<file path="src/rtl/sobel_pkg.sv">
// Shared types for the Sobel result collector.
// Pixel width, sideband markers and collector FSM states.
package sobel_pkg;

  localparam int PKG_DATA_W = 8;
  localparam int PIX_W = 3 * PKG_DATA_W;

  typedef logic [PIX_W-1:0] pixel_t;

  typedef struct packed {
    logic sof;
    logic eol;
    logic eof;
  } sideband_t;

  typedef enum logic [1:0] {
    IDLE,
    PRIME,
    STREAM,
    DONE
  } collector_state_t;

  function automatic int cw(input int n);
    return (n > 1) ? $clog2(n) : 1;
  endfunction

endpackage

</file>
<file path="src/rtl/pixel_fifo.sv">
// Synchronous FIFO, flop storage, no write-to-read bypass.
// A full FIFO still accepts a push when a pop happens in the same cycle.
module pixel_fifo #(
  parameter int DEPTH = 16,
  parameter int W = 27
) (
  input  logic                     clk,
  input  logic                     rst_n,
  input  logic                     push,
  input  logic [W-1:0]             wdata,
  input  logic                     pop,
  output logic [W-1:0]             rdata,
  output logic                     full,
  output logic                     empty,
  output logic [$clog2(DEPTH):0]   count
);

  localparam int AW = $clog2(DEPTH);

  logic [W-1:0]  mem_q [DEPTH];
  logic [AW-1:0] wr_ptr_q, wr_ptr_d;
  logic [AW-1:0] rd_ptr_q, rd_ptr_d;
  logic [AW:0]   count_q, count_d;
  logic          do_push, do_pop;

  assign empty = (count_q == '0);
  assign full  = (count_q == (AW+1)'(DEPTH));
  assign count = count_q;
  assign rdata = mem_q[rd_ptr_q];

  assign do_pop  = pop && !empty;
  assign do_push = push && (!full || do_pop);

  always_comb begin
    wr_ptr_d = wr_ptr_q;
    rd_ptr_d = rd_ptr_q;
    count_d  = count_q;
    if (do_push) wr_ptr_d = wr_ptr_q + 1'b1;
    if (do_pop)  rd_ptr_d = rd_ptr_q + 1'b1;
    count_d = count_q + (AW+1)'(do_push) - (AW+1)'(do_pop);
  end

  always_ff @(posedge clk) begin
    if (!rst_n) begin
      wr_ptr_q <= '0;
      rd_ptr_q <= '0;
      count_q  <= '0;
    end else begin
      wr_ptr_q <= wr_ptr_d;
      rd_ptr_q <= rd_ptr_d;
      count_q  <= count_d;
    end
  end

  always_ff @(posedge clk) begin
    if (do_push) mem_q[wr_ptr_q] <= wdata;
  end

endmodule

</file>
<file path="src/rtl/sobel_stream_collector.sv">
// Frames image_processor results into a valid/ready stream
// with sof/eol/eof markers, FIFO buffering and stall feedback.
module sobel_stream_collector
  import sobel_pkg::*;
#(
  parameter int WIDTH      = 100,
  parameter int HEIGHT     = 100,
  parameter int DATA_WIDTH = 8,
  parameter int LATENCY    = WIDTH + 2,
  parameter int FIFO_DEPTH = 16,
  parameter int AF_MARGIN  = 4
) (
  input  logic                    clk,
  input  logic                    rst_n,
  input  logic                    frame_start,
  input  logic                    shift_en,
  input  logic [3*DATA_WIDTH-1:0] out_pixel,
  output logic [3*DATA_WIDTH-1:0] m_data,
  output logic                    m_valid,
  input  logic                    m_ready,
  output logic                    m_sof,
  output logic                    m_eol,
  output logic                    m_eof,
  output logic                    stall_req,
  output logic                    overflow,
  output logic                    frame_done
);

  localparam int PW  = 3 * DATA_WIDTH;
  localparam int XW  = cw(WIDTH);
  localparam int YW  = cw(HEIGHT);
  localparam int PCW = cw(LATENCY + 1);
  localparam int CW  = $clog2(FIFO_DEPTH) + 1;

  collector_state_t state_q, state_d;
  logic [XW-1:0]    x_q, x_d;
  logic [YW-1:0]    y_q, y_d;
  logic [PCW-1:0]   pcnt_q, pcnt_d;
  logic             overflow_q, overflow_d;
  logic             stall_q, stall_d;
  logic             done_q, done_d;

  logic             sample, push;
  sideband_t        sb, rd_sb;
  logic [PW+2:0]    rdata;
  logic             full, empty;
  logic [CW-1:0]    count, occ_next;
  logic             push_ok, pop_ok;

  assign sample = shift_en && (state_q == PRIME || state_q == STREAM);

  always_comb begin
    state_d = state_q;
    x_d     = x_q;
    y_d     = y_q;
    pcnt_d  = pcnt_q;
    push    = 1'b0;
    sb      = '0;
    // A restart outranks any sample arriving on the same edge.
    if (frame_start) begin
      x_d     = '0;
      y_d     = '0;
      pcnt_d  = '0;
      state_d = (LATENCY == 0) ? STREAM : PRIME;
    end else if (sample) begin
      unique case (state_q)
        PRIME: begin
          pcnt_d = pcnt_q + 1'b1;
          if (pcnt_d == PCW'(LATENCY)) state_d = STREAM;
        end
        STREAM: begin
          push   = 1'b1;
          sb.sof = (x_q == '0) && (y_q == '0);
          sb.eol = (x_q == XW'(WIDTH - 1));
          sb.eof = sb.eol && (y_q == YW'(HEIGHT - 1));
          if (sb.eol) begin
            x_d = '0;
            y_d = sb.eof ? '0 : y_q + 1'b1;
          end else begin
            x_d = x_q + 1'b1;
          end
          if (sb.eof) state_d = DONE;
        end
        default: ;
      endcase
    end
  end

  pixel_fifo #(
    .DEPTH (FIFO_DEPTH),
    .W     (PW + 3)
  ) u_fifo (
    .clk   (clk),
    .rst_n (rst_n),
    .push  (push),
    .wdata ({out_pixel, sb}),
    .pop   (m_ready),
    .rdata (rdata),
    .full  (full),
    .empty (empty),
    .count (count)
  );

  assign rd_sb   = sideband_t'(rdata[2:0]);
  assign pop_ok  = m_ready && !empty;
  assign push_ok = push && (!full || pop_ok);
  assign occ_next = count + CW'(push_ok) - CW'(pop_ok);

  always_comb begin
    overflow_d = overflow_q | (push && full && !pop_ok);
    stall_d    = (occ_next >= CW'(FIFO_DEPTH - AF_MARGIN));
    done_d     = pop_ok && rd_sb.eof;
  end

  always_ff @(posedge clk) begin
    if (!rst_n) begin
      state_q    <= IDLE;
      x_q        <= '0;
      y_q        <= '0;
      pcnt_q     <= '0;
      overflow_q <= 1'b0;
      stall_q    <= 1'b0;
      done_q     <= 1'b0;
    end else begin
      state_q    <= state_d;
      x_q        <= x_d;
      y_q        <= y_d;
      pcnt_q     <= pcnt_d;
      overflow_q <= overflow_d;
      stall_q    <= stall_d;
      done_q     <= done_d;
    end
  end

  // Gate with empty so stale storage never leaks onto the bus.
  assign m_valid    = !empty;
  assign m_data     = empty ? '0 : rdata[PW+2:3];
  assign m_sof      = !empty && rd_sb.sof;
  assign m_eol      = !empty && rd_sb.eol;
  assign m_eof      = !empty && rd_sb.eof;
  assign stall_req  = stall_q;
  assign overflow   = overflow_q;
  assign frame_done = done_q;

endmodule

</file>
<file path="config.mk">
export PLATFORM = sky130hd
export DESIGN_NAME = sobel_stream_collector
export DESIGN_NICKNAME = d
export VERILOG_FILES = /design/src/rtl/sobel_pkg.sv /design/src/rtl/pixel_fifo.sv /design/src/rtl/sobel_stream_collector.sv
export SDC_FILE = /design/constraint.sdc
export NUM_CORES = 1
export LEC_CHECK = 0
export CAP_MARGIN = 20
export CORE_ASPECT_RATIO = 1.5
export CORE_MARGIN = 4
export CORE_UTILIZATION = 60
export CTS_CLUSTER_SIZE = 12
export DETAILED_ROUTE_END_ITERATION = 8
export PLACE_DENSITY = 0.89
export SYNTH_ARGS = -nofsm -noshare
export SYNTH_HDL_FRONTEND = slang
export SYNTH_SLANG_ARGS = --single-unit
</file>
<file path="constraint.sdc">
create_clock -name clk -period 5.3 [get_ports clk]
set_clock_uncertainty 0.1 [all_clocks]
set_input_delay 0.795 -clock clk [delete_from_list [all_inputs] [get_ports clk]]
set_output_delay 0.795 -clock clk [all_outputs]
set_load 0.05 [all_outputs]
</file>
Yosys cells after proc, flatten, opt, wreduce, memory -nomap -nowiden --
Memories as Yosys holds them, arrays and structs flattened. A register that Yosys moved wholly into a read port is not among the register bits. Cells that the tools add are included.
Storage, ports and cells: logic and storage cells 78, input port bits 29, register bits 39, output and inout bits 31, memories 1, memory bits (writable) 432
Memory list:
- u_fifo.mem_q | words 16, bits a word 27, read ports 1, clocked after Yosys merged registers in 1, write ports 1, line pixel_fifo.sv:20 | logic [W-1:0] mem_q [DEPTH];
Cells by class: eq/ne operators 10, bitwise operators 2, $add $sub $neg 7, magnitude comparators 1, multiplexer cells 18, reduce and logical (&&, ||, !) cells 28
Operators by type and width (number):
- $mux 24 | 1
- $add 7x1->7 const B | 3
- $eq 7x7->1 const B | 3
- $logic_not 7->1 | 2
- $mux 7 | 2
- $logic_and 1x1->1 | 11
- $mux 3 | 3
- $add 4x1->4 const B | 2
- $mux 4 | 2
- $reduce_and 4->1 | 2
- $mux 1 | 7
- $ne 3x2->1 const B | 2
- $add 5x1->5 | 1
- $eq 5x5->1 const B | 1
- $ge 5x4->1 const B | 1
- $logic_not 5->1 | 1
- $sub 5x1->5 | 1
- $mux 2 | 2
- $ne 2x1->1 const B | 2
- $pmux 2 s2 | 1
- $reduce_and 2->1 | 2
- $reduce_bool 2->1 | 2
- $logic_not 1->1 | 3
- $reduce_and 3->1 | 1
- other kinds (7) | 8

Longest topological paths before layout --
word-level depth 9, depth in mapped cells 14, mapped depth without buffers 13

By module --
From an unflattened synthesis, not the netlist that was laid out.
Second synthesis, totals: cell total of the unflattened synthesis 997, area, all modules 18997.0 sq um
By module, submodules not included:
- pixel_fifo | area each 17194.0 sq um, seq. area each 13312.8 sq um, times used 1, cells an instance 772
- sobel_stream_collector | area each 1803.0 sq um, seq. area each 520.5 sq um, times used 1, cells an instance 225

Least setup slack after synthesis --
OpenSTA, ideal clock, no wires.
path type input to register, start input port shift_en, end memory u_fifo.mem_q[3][0] (enable), setup time 445 ps, path buffers 0, stages on the path 4, data arrival time 3492 ps, setup slack 1263 ps, data required time 4755 ps, path through nand2_1 > a211oi_2 > nand2_1 > nor3_1
Between the ends: longest elaborated chain between the ends 6
RTL lines:
- from (decl) | line sobel_stream_collector.sv:16 | input logic shift_en,
- $logic_and 1x1->1 | line sobel_stream_collector.sv:50 | assign sample = shift_en && (state_q == PRIME || state_q == STREAM);
- $mux 1 | line sobel_stream_collector.sv:65 | end else if (sample) begin
- $mux 1 | line sobel_stream_collector.sv:60 | if (frame_start) begin
- $logic_and 1x1->1 | line pixel_fifo.sv:32 | assign do_push = push && (!full || do_pop);
- $mux 1 | line pixel_fifo.sv:56 | if (do_push) mem_q[wr_ptr_q] <= wdata;
- $mux 1 (implied by the code) | line pixel_fifo.sv:56
- to (decl) | line pixel_fifo.sv:20
No other way between the ends.

==> results.json <==
{
  "powerDensity_mw_per_mm2": 435,
  "slew_violations": 0,
  "place_area_mm2": 0.0199,
  "rsz0062_at_grt": "no",
  "area_delta_synth_final_pct": 13.8,
  "die_h_um": 224,
  "critPathLaunchType": "flop",
  "dr.pass1.iters": 5,
  "syn-num-nets": 940,
  "yosys_warnings": 0,
  "drc": 0,
  "seq_area_frac_synth_pct": 74.2,
  "antenna_cells": 0,
  "gp_congestion": 0.751,
  "yosysMostFrequentCell": "edfxtp_1",
  "grt_pass1_vias": 9768,
  "boundaryPins": 60,
  "track_usage_pct": 24.6,
  "synth_top_area_share_pct": 69.6,
  "antenna_found_initial": 1,
  "ant_nets": 0,
  "hold_violations": 0,
  "routed_via_density": 6.53,
  "cts_hold_buffers": 0,
  "vias": 9189,
  "cts_resized": 0,
  "grt_pass1_wl_um": 61900,
  "maxCapViolCount": 0,
  "irDropWorstVdd_mv": 0.287,
  "fin_area_mm2": 0.0212,
  "arrival_ns": 3.65,
  "layout-drive-gt1-share_pct": 23.7,
  "relSlewSlack_pct": 28.0,
  "min_path_type": "reg -> reg",
  "cts_buffer_depth": 3,
  "status": "complete, no violations",
  "synth.distinct_cells": 49,
  "synth_cells": 892,
  "clock-sinks": 475,
  "fin_nets": 1033,
  "synth_edf_count": 432,
  "p_leak_nw": 6.53,
  "worstSetupEndpointType": "output port",
  "fp.coreArea_mm2": 0.0304,
  "ys_dominant_reg_cell": "edfxtp_1",
  "setup_viol": 0,
  "drt_iter0_markers": 1076,
  "fill_cells": 1766,
  "synth_top_cell_by_area": "edfxtp_1",
  "total_power_w": 0.00923,
  "timing.final.crit_share_pct": 85.8,
  "h-tree-depth": 2,
  "synth_common_cells": "edfxtp_1 (432), mux4_2 (135), dfxtp_1 (43), and2_1 (37), nor2_1 (35)",
  "worst_pin_slew_ns": 1.07,
  "clock_latency_ns": 0.55,
  "cts_setup_buffers": 0,
  "rows": 78,
  "syn_avg_cell_area_um2": 20.9,
  "netlist_top_cells_area": "edfxtp_1 (70%), mux4_2 (16%), dfxtp_1 (4.6%)",
  "grt_overflow_total": 0,
  "die_w_um": 152,
  "cts_tree": "built",
  "syn_area_mm2": 0.0186,
  "post_drt_wl_per_cell_um": 29.1,
  "cts_made_buffers": 46,
  "worstPathRequired_ns": 4.41,
  "drt_wl_total_um": 40900,
  "synth-seq-cells": 475,
  "holdWs_ns": 0.384,
  "worst-path-max-fanout": 47,
  "io_buffers": 59,
  "die_area_mm2": 0.0340,
  "initial_core_util_pct": 61.2,
  "max_freq_mhz": 220,
  "ys_async_sr_fraction_pct": 0,
  "finalSetupTns_ns": 0,
  "grt_max_degree": 106,
  "critPathKind": "reg -> out",
  "hpwlAfterDp_um": 22500,
  "fin_crit_ns": 4.55,
  "path_clk_slew_ns": 0.06,
  "cts_root_buffer": "clkbuf_16"
}
-- layout by cell type, fill, tap and decap left out, types with 5 or more instances in the layout --
cell,instances
dfxtp_1,39
nor2_4,12
edfxtp_1,432
clkbuf_1,19
ha_1,18
nor2_1,23
xnor2_1,16
nand4_1,10
buf_4,25
and2_1,37
inv_1,17
nand2_1,20
clkdlybuf4s50_1,59
nor2b_1,9
xor2_1,9
buf_12,5
and3_1,8
a21oi_1,7
mux4_2,135
clkbuf_16,49
-- cells by family after synthesis --
kind of cell,count (synthesis),share of synthesized area (%)
flip-flops,475,74.2
AND/OR/NAND/NOR,150,4.33
XOR/XNOR,25,1.17
buffers and inverters,61,1.61
multiplexers,137,16.4
adder cells (fa/ha/maj),19,1.32
AO/OA/AOI/OAI,25,0.927
-- sequential cells by signal, summed over array words and instances, names as in the netlist, named ones only --
register,flops
state_q,2
frame_done,1
x_q,7
u_fifo.rd_ptr_q,4
overflow,1
u_fifo.count,5
u_fifo.mem_q,432
y_q,7
pcnt_q,7
u_fifo.wr_ptr_q,4
stall_req,1
-- worst paths after layout --
| kind | start | end | slack [ns] | cells past startpoint |
|---|---|---|---|---|
| setup reg to reg | state_q[1]$_SDFFE_PP0P_ | u_fifo.mem_q[4][23]$_DFFE_PP_ | 1.96 | 6 |
| setup / recovery | flop | m_data[18] | 0.75 | 5 |
| hold / removal | overflow$_SDFF_PN0_ | overflow$_SDFF_PN0_ | 0.38 | 1 |
| hold reg to reg | overflow$_SDFF_PN0_ | overflow$_SDFF_PN0_ | 0.38 | 1 |
-- power by group --
part / leakage (nW) / switching [W] / internal, W
sequential: 4.21 / 0.0000659 / 0.00411
combinational: 1.68 / 0.00113 / 0.000951
clock: 0.635 / 0.00129 / 0.00167
-- stage by stage --
stage / cells / setup slack, ns / utilization (%)
after floorplan: 892 / 1.26 / -
after global placement: 1337 / 1.34 / 65.4
after detailed placement: 1337 / 1.31 / 65.4
after CTS: 1407 / 0.661 / 69.7
after global routing: 1407 / 0.583 / 69.7
final: 1407 / 0.753 / 69.7
-- routing by layer --
metal  track usage, %  part of all wire, %  vias to the layer above
met5                0                0.024                        -
met4             9.55                  3.8                        2
met3             4.68                  8.0                      109
met2             42.1                   54                      543
met1             31.6                   35                     4732
li1                 -                    -                     3803
-- area by class of cell --
type	instances	area, um2	share of cell area (%)
clock buffer	68	1300	6.12
clock inverter	2	13.8	0.0649
inverter	17	63.8	0.301
multi-input combinational	356	4620	21.8
sequential	475	13800	65.2
tap	400	500	2.36
timing repair buffer	89	878	4.14
-- critical path, cell delays in order (launching register included) --
cell	delay, ns
dfxtp_4	0.66
buf_12	0.40
mux4_2	0.58
mux4_2	0.51
and2_1	0.19
clkdlybuf4s50_1	0.72
(Power assumes the default switching activity.)
